File: src/rtl/fetch_pkg.sv
// Shared definitions for the instruction fetch stage: defaults, opcode and FSM encoding.
package fetch_pkg;

    localparam int          XLEN_DEF     = 32;
    localparam logic [31:0] RESET_PC_DEF = 32'h0000_0000;
    localparam logic [6:0]  OPCODE_JAL   = 7'b1101111;

    typedef enum logic [1:0] {
        ST_IDLE = 2'd0,
        ST_WAIT = 2'd1,
        ST_DROP = 2'd2
    } fetch_state_t;

    // J-type immediate, bit 0 implied zero; callers sign-extend to their PC width.
    function automatic logic signed [20:0] jal_imm(input logic [31:0] inst);
        return {inst[31], inst[19:12], inst[20], inst[30:21], 1'b0};
    endfunction

endpackage

File: src/rtl/sync_fifo.sv
// Power-of-two synchronous FIFO with a combinational head and a clear that beats push/pop.
module sync_fifo #(
    parameter int WIDTH = 64,
    parameter int DEPTH = 4
) (
    input  logic                     clk_in,
    input  logic                     rst_in,
    input  logic                     clear,
    input  logic                     push,
    input  logic [WIDTH-1:0]         push_data,
    input  logic                     pop,
    output logic [WIDTH-1:0]         head,
    output logic [$clog2(DEPTH):0]   count
);

    localparam int AW = $clog2(DEPTH);

    logic [WIDTH-1:0] mem [DEPTH];
    logic [AW-1:0]    wr_ptr;
    logic [AW-1:0]    rd_ptr;

    always_ff @(posedge clk_in) begin
        if (rst_in || clear) begin
            wr_ptr <= '0;
            rd_ptr <= '0;
            count  <= '0;
        end else begin
            if (push) wr_ptr <= wr_ptr + 1'b1;
            if (pop)  rd_ptr <= rd_ptr + 1'b1;
            case ({push, pop})
                2'b10:   count <= count + 1'b1;
                2'b01:   count <= count - 1'b1;
                default: count <= count;
            endcase
        end
    end

    // Storage carries no reset; the occupancy count decides what is meaningful.
    always_ff @(posedge clk_in) begin
        if (push && !clear) mem[wr_ptr] <= push_data;
    end

    assign head = mem[rd_ptr];

    a_no_overflow: assert property (@(posedge clk_in) disable iff (rst_in || clear)
        !(push && !pop && (count == (AW+1)'(DEPTH))));
    a_no_underflow: assert property (@(posedge clk_in) disable iff (rst_in || clear)
        !(pop && (count == '0)));

endmodule

File: src/rtl/inst_fetch_queue.sv
// Fetch stage: one outstanding cache request, JAL predecode redirect, flush with stale-response drop.
module inst_fetch_queue
    import fetch_pkg::*;
#(
    parameter int              DEPTH         = 4,
    parameter int              XLEN          = XLEN_DEF,
    parameter logic [XLEN-1:0] RESET_PC      = XLEN'(RESET_PC_DEF),
    parameter int              PREDECODE_JAL = 1
) (
    input  logic                     clk_in,
    input  logic                     rst_in,
    input  logic                     rdy_in,
    output logic                     mem_req_valid,
    output logic [XLEN-1:0]          mem_req_addr,
    input  logic                     mem_req_ready,
    input  logic                     mem_resp_valid,
    input  logic [31:0]              mem_resp_inst,
    output logic                     dec_valid,
    output logic [31:0]              dec_inst,
    output logic [XLEN-1:0]          dec_pc,
    input  logic                     dec_ready,
    input  logic                     RoB_clear,
    input  logic [XLEN-1:0]          RoB_clear_pc_value,
    output logic [$clog2(DEPTH):0]   queue_count
);

    localparam int CW = $clog2(DEPTH) + 1;
    localparam int EW = 32 + XLEN;

    fetch_state_t    state;
    logic [XLEN-1:0] pc;
    logic [XLEN-1:0] req_pc;
    logic [XLEN-1:0] pc_step;
    logic [XLEN-1:0] next_pc;
    logic            is_jal;
    logic            handshake;
    logic            push;
    logic            pop;
    logic            clear;
    logic [EW-1:0]   head;
    logic [CW-1:0]   count;

    // A request is only offered while a queue slot is guaranteed for its response.
    assign mem_req_valid = !rst_in && (state == ST_IDLE) && (count < CW'(DEPTH));
    assign mem_req_addr  = pc;
    assign handshake     = rdy_in && mem_req_valid && mem_req_ready;

    assign is_jal  = (PREDECODE_JAL != 0) && (mem_resp_inst[6:0] == OPCODE_JAL);
    assign pc_step = is_jal ? XLEN'(jal_imm(mem_resp_inst)) : XLEN'(4);
    assign next_pc = req_pc + pc_step;

    assign push  = rdy_in && !RoB_clear && (state == ST_WAIT) && mem_resp_valid;
    assign pop   = rdy_in && dec_valid && dec_ready;
    assign clear = rdy_in && RoB_clear;

    always_ff @(posedge clk_in) begin
        if (rst_in) begin
            state <= ST_IDLE;
            pc    <= RESET_PC;
        end else if (rdy_in) begin
            if (RoB_clear) begin
                pc <= RoB_clear_pc_value;
                // Any request already accepted belongs to the old stream and must be swallowed.
                case (state)
                    ST_IDLE:          state <= handshake ? ST_DROP : ST_IDLE;
                    ST_WAIT, ST_DROP: state <= mem_resp_valid ? ST_IDLE : ST_DROP;
                    default:          state <= ST_IDLE;
                endcase
            end else begin
                case (state)
                    ST_IDLE: if (handshake) state <= ST_WAIT;
                    ST_WAIT: if (mem_resp_valid) begin
                        pc    <= next_pc;
                        state <= ST_IDLE;
                    end
                    ST_DROP: if (mem_resp_valid) state <= ST_IDLE;
                    default: state <= ST_IDLE;
                endcase
            end
        end
    end

    always_ff @(posedge clk_in) begin
        if (handshake && !RoB_clear) req_pc <= pc;
    end

    sync_fifo #(
        .WIDTH (EW),
        .DEPTH (DEPTH)
    ) u_fifo (
        .clk_in    (clk_in),
        .rst_in    (rst_in),
        .clear     (clear),
        .push      (push),
        .push_data ({mem_resp_inst, req_pc}),
        .pop       (pop),
        .head      (head),
        .count     (count)
    );

    // Head fields are masked while empty so the unreset storage never reaches the decoder.
    assign dec_valid   = (count != '0);
    assign dec_inst    = dec_valid ? head[EW-1:XLEN] : '0;
    assign dec_pc      = dec_valid ? head[XLEN-1:0] : '0;
    assign queue_count = count;

endmodule

File: config.mk
export PLATFORM = sky130hd
export DESIGN_NAME = inst_fetch_queue
export DESIGN_NICKNAME = d
export VERILOG_FILES = /design/src/rtl/fetch_pkg.sv /design/src/rtl/sync_fifo.sv /design/src/rtl/inst_fetch_queue.sv
export SDC_FILE = /design/constraint.sdc
export NUM_CORES = 1
export LEC_CHECK = 0
export ABC_CLOCK_PERIOD_IN_PS = 9800
export BUFFER_PORTS_ARGS = -buffer_cell sky130_fd_sc_hd__buf_2
export CAP_MARGIN = 40
export CORE_MARGIN = 5
export CORE_UTILIZATION = 40
export CTS_CLUSTER_DIAMETER = 120
export CTS_CLUSTER_SIZE = 20
export DETAILED_ROUTE_END_ITERATION = 16
export SLEW_MARGIN = 20
export SYNTH_ARGS = -nofsm -noshare
export SYNTH_HDL_FRONTEND = slang
export SYNTH_SLANG_ARGS = --single-unit
export TNS_END_PERCENT = 1
File: constraint.sdc
create_clock -name clk_in -period 9.8 [get_ports clk_in]
set_clock_uncertainty 0.05 [all_clocks]
set_input_delay 0.98 -clock clk_in [delete_from_list [all_inputs] [get_ports clk_in]]
set_output_delay 0.98 -clock clk_in [all_outputs]
set_load 0.005 [all_outputs]
==> results.md, run 1 <==
| Result | Reported | Unit |
|:---|:---|:---|
| Inst Count DP | 1533 | - |
| RSZ-0062 raised after global routing | false | - |
| Final Hold Viols | 0 | - |
| Synthesis Warnings | 0 | - |
| Worst path most repeated cell | nand3b_1 | - |
| Pre-CTS WS | 5310 | ps |
| Actual slew at the worst max-slew pin | 736 | ps |
| Final HPWL DP | 22.6 | mm |
| Post-Syn Nets | 1041 | - |
| Fin util | 0.462 | - |
| Global-route wire length before repair | 52.8 | mm |
| Floorplan core area | 35600 | um2 |
| Peak supply drop | 0.0999 | mV |
| Setup slack of the worst register-to-register path | 6680 | ps |
| Origin of the worst min-delay path | mem_req_addr[6] | - |
| Cells along the critical path | buf_2 > and4b_1 > nand3b_1 > fa_1 > a21oi_1 > o211ai_2 > a311oi_4 > o2111a_1 > nand3b_1 > o21ai_0 > xnor2_1 > o22ai_1 | - |
| Top cells by area in the synthesized netlist | edfxtp_1 (60%), mux4_2 (10%), dfxtp_1 (6.0%) | - |
| Largest area contributor in the synthesized netlist | edfxtp_1 | - |
| Share of synthesized flip-flops with an asynchronous set or reset | 0 | - |
| Area fraction in compound gates after synthesis | 0.0706 | - |
| Timing startpoint of the critical path | mem_resp_inst[4] | - |
| Count of buffers added by post-CTS timing repair for setup | 0 | - |
| Clock network fraction of total power | 0.332 | - |
| Final total power | 2.57 | mW |
| Run status | finished clean | - |
| Number of top-level design ports | 172 | - |
| Final nets | 1194 | - |
| Post-CTS clock slew at the launch and capture registers of the worst setup and hold paths | 90 | ps |
| Placed cell areas | 15800 | um2 |
| Final instance count without filler cells | 1569 | - |
| Grt ovf | 0 | - |
| Switching share of power | 0.215 | - |
| Xor and xnor fraction of the mapped netlist area | 0.0176 | - |
| Mux contribution to synthesized area | 0.106 | - |
| Effective utilization at floorplan | 0.406 | - |
| Ratio of cells with drive above 1 in the final layout | 0.268 | - |
| Total wirelength of the detailed-routed design | 34.6 | mm |
| IO Port Bufs | 171 | - |
| DRC violation count after routing | 0 | - |
| Worst flop-to-flop path startpoint | req_pc[1] | - |
| Total number of clock tree sinks | 331 | - |
| # Max-Cap Violations | 0 | - |
| Pint | 2.02 | mW |
| PwrDens | 156 | nW/um2 |
| Most frequent cells in the layout | edfxtp_1 (288), buf_2 (171), and2_1 (66), mux4_2 (64) | - |
| Sequential area share after synthesis | 0.658 | - |
| Total number of placement rows | 69 | - |
| Synthesis-stage register bit count | 331 | - |
| Required time of the worst setup path | 10140 | ps |
| Share of the cycle needed by the critical path after routing | 0.407 | - |
| Worst setup slack after layout | 5810 | ps |
| Critical path class | primary input to flip-flop | - |
| Worst-case clock buffer depth | 3 | - |
| Reported leakage power | 5.90 | nW |
| Time the worst path needs with I/O delays and setup | 3990 | ps |
| Total clock buffers created by CTS | 20 | - |
| Crit-path max FO | 21 | - |
| Final TNS setup | 0 | ps |
| Detail-routed via count per cell | 5.44 | - |
| Count of vias placed by the detailed router | 8540 | - |
| Commonest non-fill, non-tap cell in the layout | edfxtp_1 | - |
| Synthesized netlist cell count | 941 | - |
| Post-route cell area | 16400 | um2 |
| Antenna diode count | 0 | - |
| Post-synthesis instance area | 14400 | um2 |
| Max-slew headroom at the worst pin | 0.504 | - |
| Slew Limit Fails | 0 | - |
| Remaining antenna violation count after routing | 0 | - |
| GRT Resource Usage Total | 0.171 | - |
| Chip Height | 200 | um |
| Largest family of logic cells by synthesized area | multiplexers | - |
| Area growth from synthesis to layout | 13.7 | % |
| Number of H-tree levels | 1 | - |
| Number of iterations in the first detailed-routing pass | 6 | - |
| Top achievable clock speed | 251 | MHz |
| Antenna violations before repair | 1 | - |
| Count of endpoints failing setup in the final report | 0 | - |
| Count of flip-flops with a built-in enable after synthesis | 288 | - |
| Worst skew pair latency | 520 | ps |
| Ys flop type | edfxtp_1 | - |
| Number of global-route vias before repair | 8809 | - |
| Post-synthesis simple-gate area fraction | 0.101 | - |
| Cell with the largest stage delay on the worst path | and4b_1 | - |
| Distinct cell type count of the synthesized netlist | 76 | - |
| Clock Tree Root | clkbuf_16 | - |
| GPL Wtd Cong | 0.882 | - |
| Sequential group share of total power | 0.610 | - |
| Worst setup SP type | primary input | - |
| Top-area cell type share of the netlist area | 0.599 | - |
| TritonCTS clock tree | yes | - |
| Psw | 552 | uW |
| Final-layout worst hold slack | 388 | ps |
| Quantity of hold-fixing buffers added after cts | 0 | - |
| Die X-Extent | 200 | um |
| Capturing element type of the critical path | flip-flop | - |
| Average size of a mapped cell | 15.3 | um2 |
| Classification of the worst-slack hold path | flip-flop to flip-flop | - |
| Initial DRC count | 611 | - |
| Number of instances resized during post-cts repair | 0 | - |
| Routed wire per std cell | 22.1 | um |
| Largest net degree at the start of global routing | 67 | - |
| Fraction of the mapped netlist area in adder cells | 0.0262 | - |
| Combinational cell fraction of total power | 0.058 | - |
| Die area | 40000 | um2 |
| Arrival time of data at the critical path endpoint | 4330 | ps |
| CP max stage delay | 710 | ps |
## final cells by class
type	instances	area, um2
clock inverters	1	11.3
inverters	19	71.3
fillers	3233	19100
multi-input cells	540	4680
flip-flops and latches	331	9520
repair buffers	182	991
clock buffers	35	578
well taps	461	577
## power groups by stage
stage | Combinational [mW] | Clock [mW] | Sequential (mW)
after global routing | 0.166 | 0.933 | 1.57
after floorplan | 0.0777 | 0 | 1.59
after detailed placement | 0.153 | 0 | 1.60
final | 0.149 | 0.853 | 1.57
after CTS | 0.153 | 0.880 | 1.57
after global placement | 0.150 | 0 | 1.60
## routing by layer
layer  vias to the layer above  share of wire  track usage
met5                         -              0            0
met4                         0          0.017       0.0335
met3                        24          0.055       0.0227
met2                       247           0.47        0.274
met1                      4309           0.46        0.255
li1                       3960              -            -
## synthesized netlist by cell type, drive strengths merged, types with 3 or more instances
cell type	n
a211oi	5
a21o	9
a21oi	45
a311oi	5
a31oi	10
and2	67
and3	37
buf	18
clkbuf	33
dfxtp	43
edfxtp	288
ha	27
inv	18
mux2i	8
mux4	64
nand2	37
nand2b	4
nand3	14
nand4	10
nor2	45
nor2b	4
nor3	14
nor3b	3
nor4	6
o211ai	11
o21a	8
o21ai	31
o221ai	3
o22ai	5
o31ai	3
or2	3
or3	6
or4	3
xnor2	12
xor2	17
## cells by family after synthesis
group,count (synthesis)
adder cells (fa/ha/maj),29
XOR/XNOR,29
flip-flops,331
AND/OR/NAND/NOR,260
multiplexers,73
AO/OA/AOI/OAI,149
buffers and inverters,70
## flip-flops by register name, indices dropped and copies added, names as in the netlist, named ones only
| name | count |
|---|---|
| mem_req_addr | 32 |
| u_fifo.wr_ptr | 2 |
| req_pc | 32 |
| u_fifo.rd_ptr | 2 |
| state | 2 |
| u_fifo.mem | 256 |
| u_fifo.count | 3 |
## path summary, 6_finish.rpt
kind / to / depth (start not counted)
worst max-delay path: mem_req_addr[27] / 12
worst min-delay path: req_pc[6] / 0
worst max register to register: mem_req_addr[27] / 10
worst min register to register: req_pc[6] / 0
## critical path, delay by kind of cell
kind / cells / cell delay (ps)
adders and majority gates: 1 / 490
AOI/OAI and AO/OA: 6 / 1350
buffers and inverters: 1 / 130
xor gates and xnor gates: 1 / 190
and+or+nand+nor: 3 / 1180
Note: power is estimated with default switching activity, not from simulation.
==> run 2: changes to the inputs <==
Settings changed: ABC_CLOCK_PERIOD_IN_PS 9800 to 4000.
Clock period 9.8 ns to 4 ns, I/O delays scaled along.
==> run 2 against run 1 <==
Via count increased by 0.70%. Flip-flop and latch count unchanged. First-iteration DRC count increased by 26%. Critical path depth unchanged. Largest power group unchanged. Highest routed layer unchanged. Clock-buffer cell count unchanged.
==> results.md, run 2 (same netlist as run 1, synthesis figures left out) <==
| Result | Reported | Unit |
|:---|:---|:---|
| Worst setup slack after layout | 635 | ps |
| # Max-Cap Violations | 0 | - |
| Worst skew pair latency | 510 | ps |
| Fin util | 0.464 | - |
| Total wirelength of the detailed-routed design | 34.9 | mm |
| Origin of the worst min-delay path | mem_resp_inst[8] | - |
| Quantity of hold-fixing buffers added after cts | 0 | - |
| Setup slack of the worst register-to-register path | 830 | ps |
| Worst-case hold path end point | u_fifo.mem[3][40] | - |
| Final total power | 6.28 | mW |
| Hold depth | 1 | - |
| Antenna diode count | 0 | - |
| Peak supply drop | 0.225 | mV |
| Capturing element type of the critical path | flip-flop | - |
| Time the worst path needs with I/O delays and setup | 3360 | ps |
| Reported leakage power | 5.94 | nW |
| Area growth from synthesis to layout | 14.2 | % |
| RSZ-0062 raised after global routing | false | - |
| Most frequent cells in the layout | edfxtp_1 (288), buf_2 (171), and2_1 (66), mux4_2 (64) | - |
| Grt ovf | 0 | - |
| Routed wire per std cell | 22.1 | um |
| Total number of placement rows | 69 | - |
| Worst-case clock buffer depth | 3 | - |
| Switching share of power | 0.213 | - |
| Final Hold Viols | 0 | - |
| Share of the cycle needed by the critical path after routing | 0.841 | - |
| Count of buffers added by post-CTS timing repair for setup | 0 | - |
| R2R depth | 10 | - |
| Final HPWL DP | 23.3 | mm |
| Worst setup SP type | primary input | - |
| Combinational cell fraction of total power | 0.059 | - |
| Crit-path max FO | 16 | - |
| Remaining antenna violation count after routing | 0 | - |
| PwrDens | 381 | nW/um2 |
| Number of iterations in the first detailed-routing pass | 6 | - |
| Floorplan core area | 35600 | um2 |
| Placed cell areas | 15900 | um2 |
| Run status | finished clean | - |
| Total number of clock tree sinks | 331 | - |
| Count of vias placed by the detailed router | 8600 | - |
| Final-layout worst hold slack | 55.9 | ps |
| Critical path class | primary input to flip-flop | - |
| GRT Resource Usage Total | 0.172 | - |
| Number of top-level design ports | 172 | - |
| Arrival time of data at the critical path endpoint | 3690 | ps |
| Pre-CTS WS | 198 | ps |
| GPL Wtd Cong | 0.892 | - |
| Count of endpoints failing setup in the final report | 0 | - |
| WL met1 | 16.2 | mm |
| Top routing layer used | met4 | - |
| Psw | 1.34 | mW |
| Actual slew at the worst max-slew pin | 771 | ps |
| IO Port Bufs | 171 | - |
| Flip-flop count of the largest register, all copies and words added | 256 | - |
| Required time of the worst setup path | 4330 | ps |
| Post-route cell area | 16500 | um2 |
| Die area | 40000 | um2 |
| TritonCTS clock tree | yes | - |
| Wire length on met2 | 16.0 | mm |
| Sequential group share of total power | 0.611 | - |
| Classification of the worst-slack hold path | primary input to flip-flop | - |
| Ratio of cells with drive above 1 in the final layout | 0.275 | - |
| Number of instances resized during post-cts repair | 0 | - |
| Slew Limit Fails | 0 | - |
| Final nets | 1204 | - |
| Clock Tree Root | clkbuf_16 | - |
| Register bank with the most flops | u_fifo.mem | - |
| Post-CTS clock slew at the launch and capture registers of the worst setup and hold paths | 90 | ps |
| Effective utilization at floorplan | 0.406 | - |
| Total clock buffers created by CTS | 20 | - |
| Die X-Extent | 200 | um |
| Timing startpoint of the critical path | mem_resp_inst[4] | - |
| Worst flop-to-flop path startpoint | req_pc[1] | - |
| Largest net degree at the start of global routing | 67 | - |
| Global-route wire length before repair | 53.0 | mm |
| Max-slew headroom at the worst pin | 0.481 | - |
| Antenna violations before repair | 0 | - |
| Chip Height | 200 | um |
| Detail-routed via count per cell | 5.45 | - |
| Number of global-route vias before repair | 8691 | - |
| Top achievable clock speed | 297 | MHz |
| Inst Count DP | 1543 | - |
| Final TNS setup | 0 | ps |
| Initial DRC count | 769 | - |
| Pint | 4.94 | mW |
| Commonest non-fill, non-tap cell in the layout | edfxtp_1 | - |
| Final instance count without filler cells | 1579 | - |
| Worst reg2reg endpoint | mem_req_addr[27] | - |
| DRC violation count after routing | 0 | - |
| Clock network fraction of total power | 0.330 | - |
| Routed length on met3 | 1.99 | mm |
| Number of H-tree levels | 1 | - |
## run 2: changes by cell type in the layout (fill, tap and decap cells not counted), sizes merged
cell  delta
buf     +10
## run 2: final cells by class
| type | count | area [um2] |
|---|---|---|
| flip-flops and latches | 331 | 9520 |
| fillers | 3158 | 19100 |
| inverters | 19 | 71.3 |
| clock buffers | 35 | 578 |
| repair buffers | 192 | 1060 |
| clock inverters | 1 | 11.3 |
| well taps | 461 | 577 |
| multi-input cells | 540 | 4680 |
## run 2: power groups by stage
stage                     sequential, mW  clock, mW  combinational [mW]
after floorplan                     3.90          0               0.190
after global placement              3.92          0               0.372
after detailed placement            3.92          0               0.378
after CTS                           3.84       2.13               0.379
after global routing                3.85       2.27               0.413
final                               3.84       2.07               0.371
## run 2: worst max-delay path by stage
stage	to	slack [ps]	cells past startpoint
floorplan	mem_req_addr[21]	630	14
global placement	mem_req_addr[27]	300	12
detailed placement	mem_req_addr[23]	200	12
CTS	mem_req_addr[27]	700	12
global route	mem_req_addr[27]	410	12
finish	mem_req_addr[27]	640	12
## run 2: worst max-delay path: stages
cell and delay [ps]:
buf_2 130, and4b_1 620, nand3b_1 240, fa_1 480
a21oi_1 240, o211ai_2 190, a311oi_4 380, o2111a_1 300
nand3b_1 230, o21ai_0 160, xnor2_1 200, o22ai_1 110
## run 2: routing by layer
layer / GRT usage / vias to the layer above
met1: 0.261 / 4347
li1: - / 3971
met3: 0.0255 / 36
met5: 0 / -
met4: 0.0365 / 0
met2: 0.266 / 246
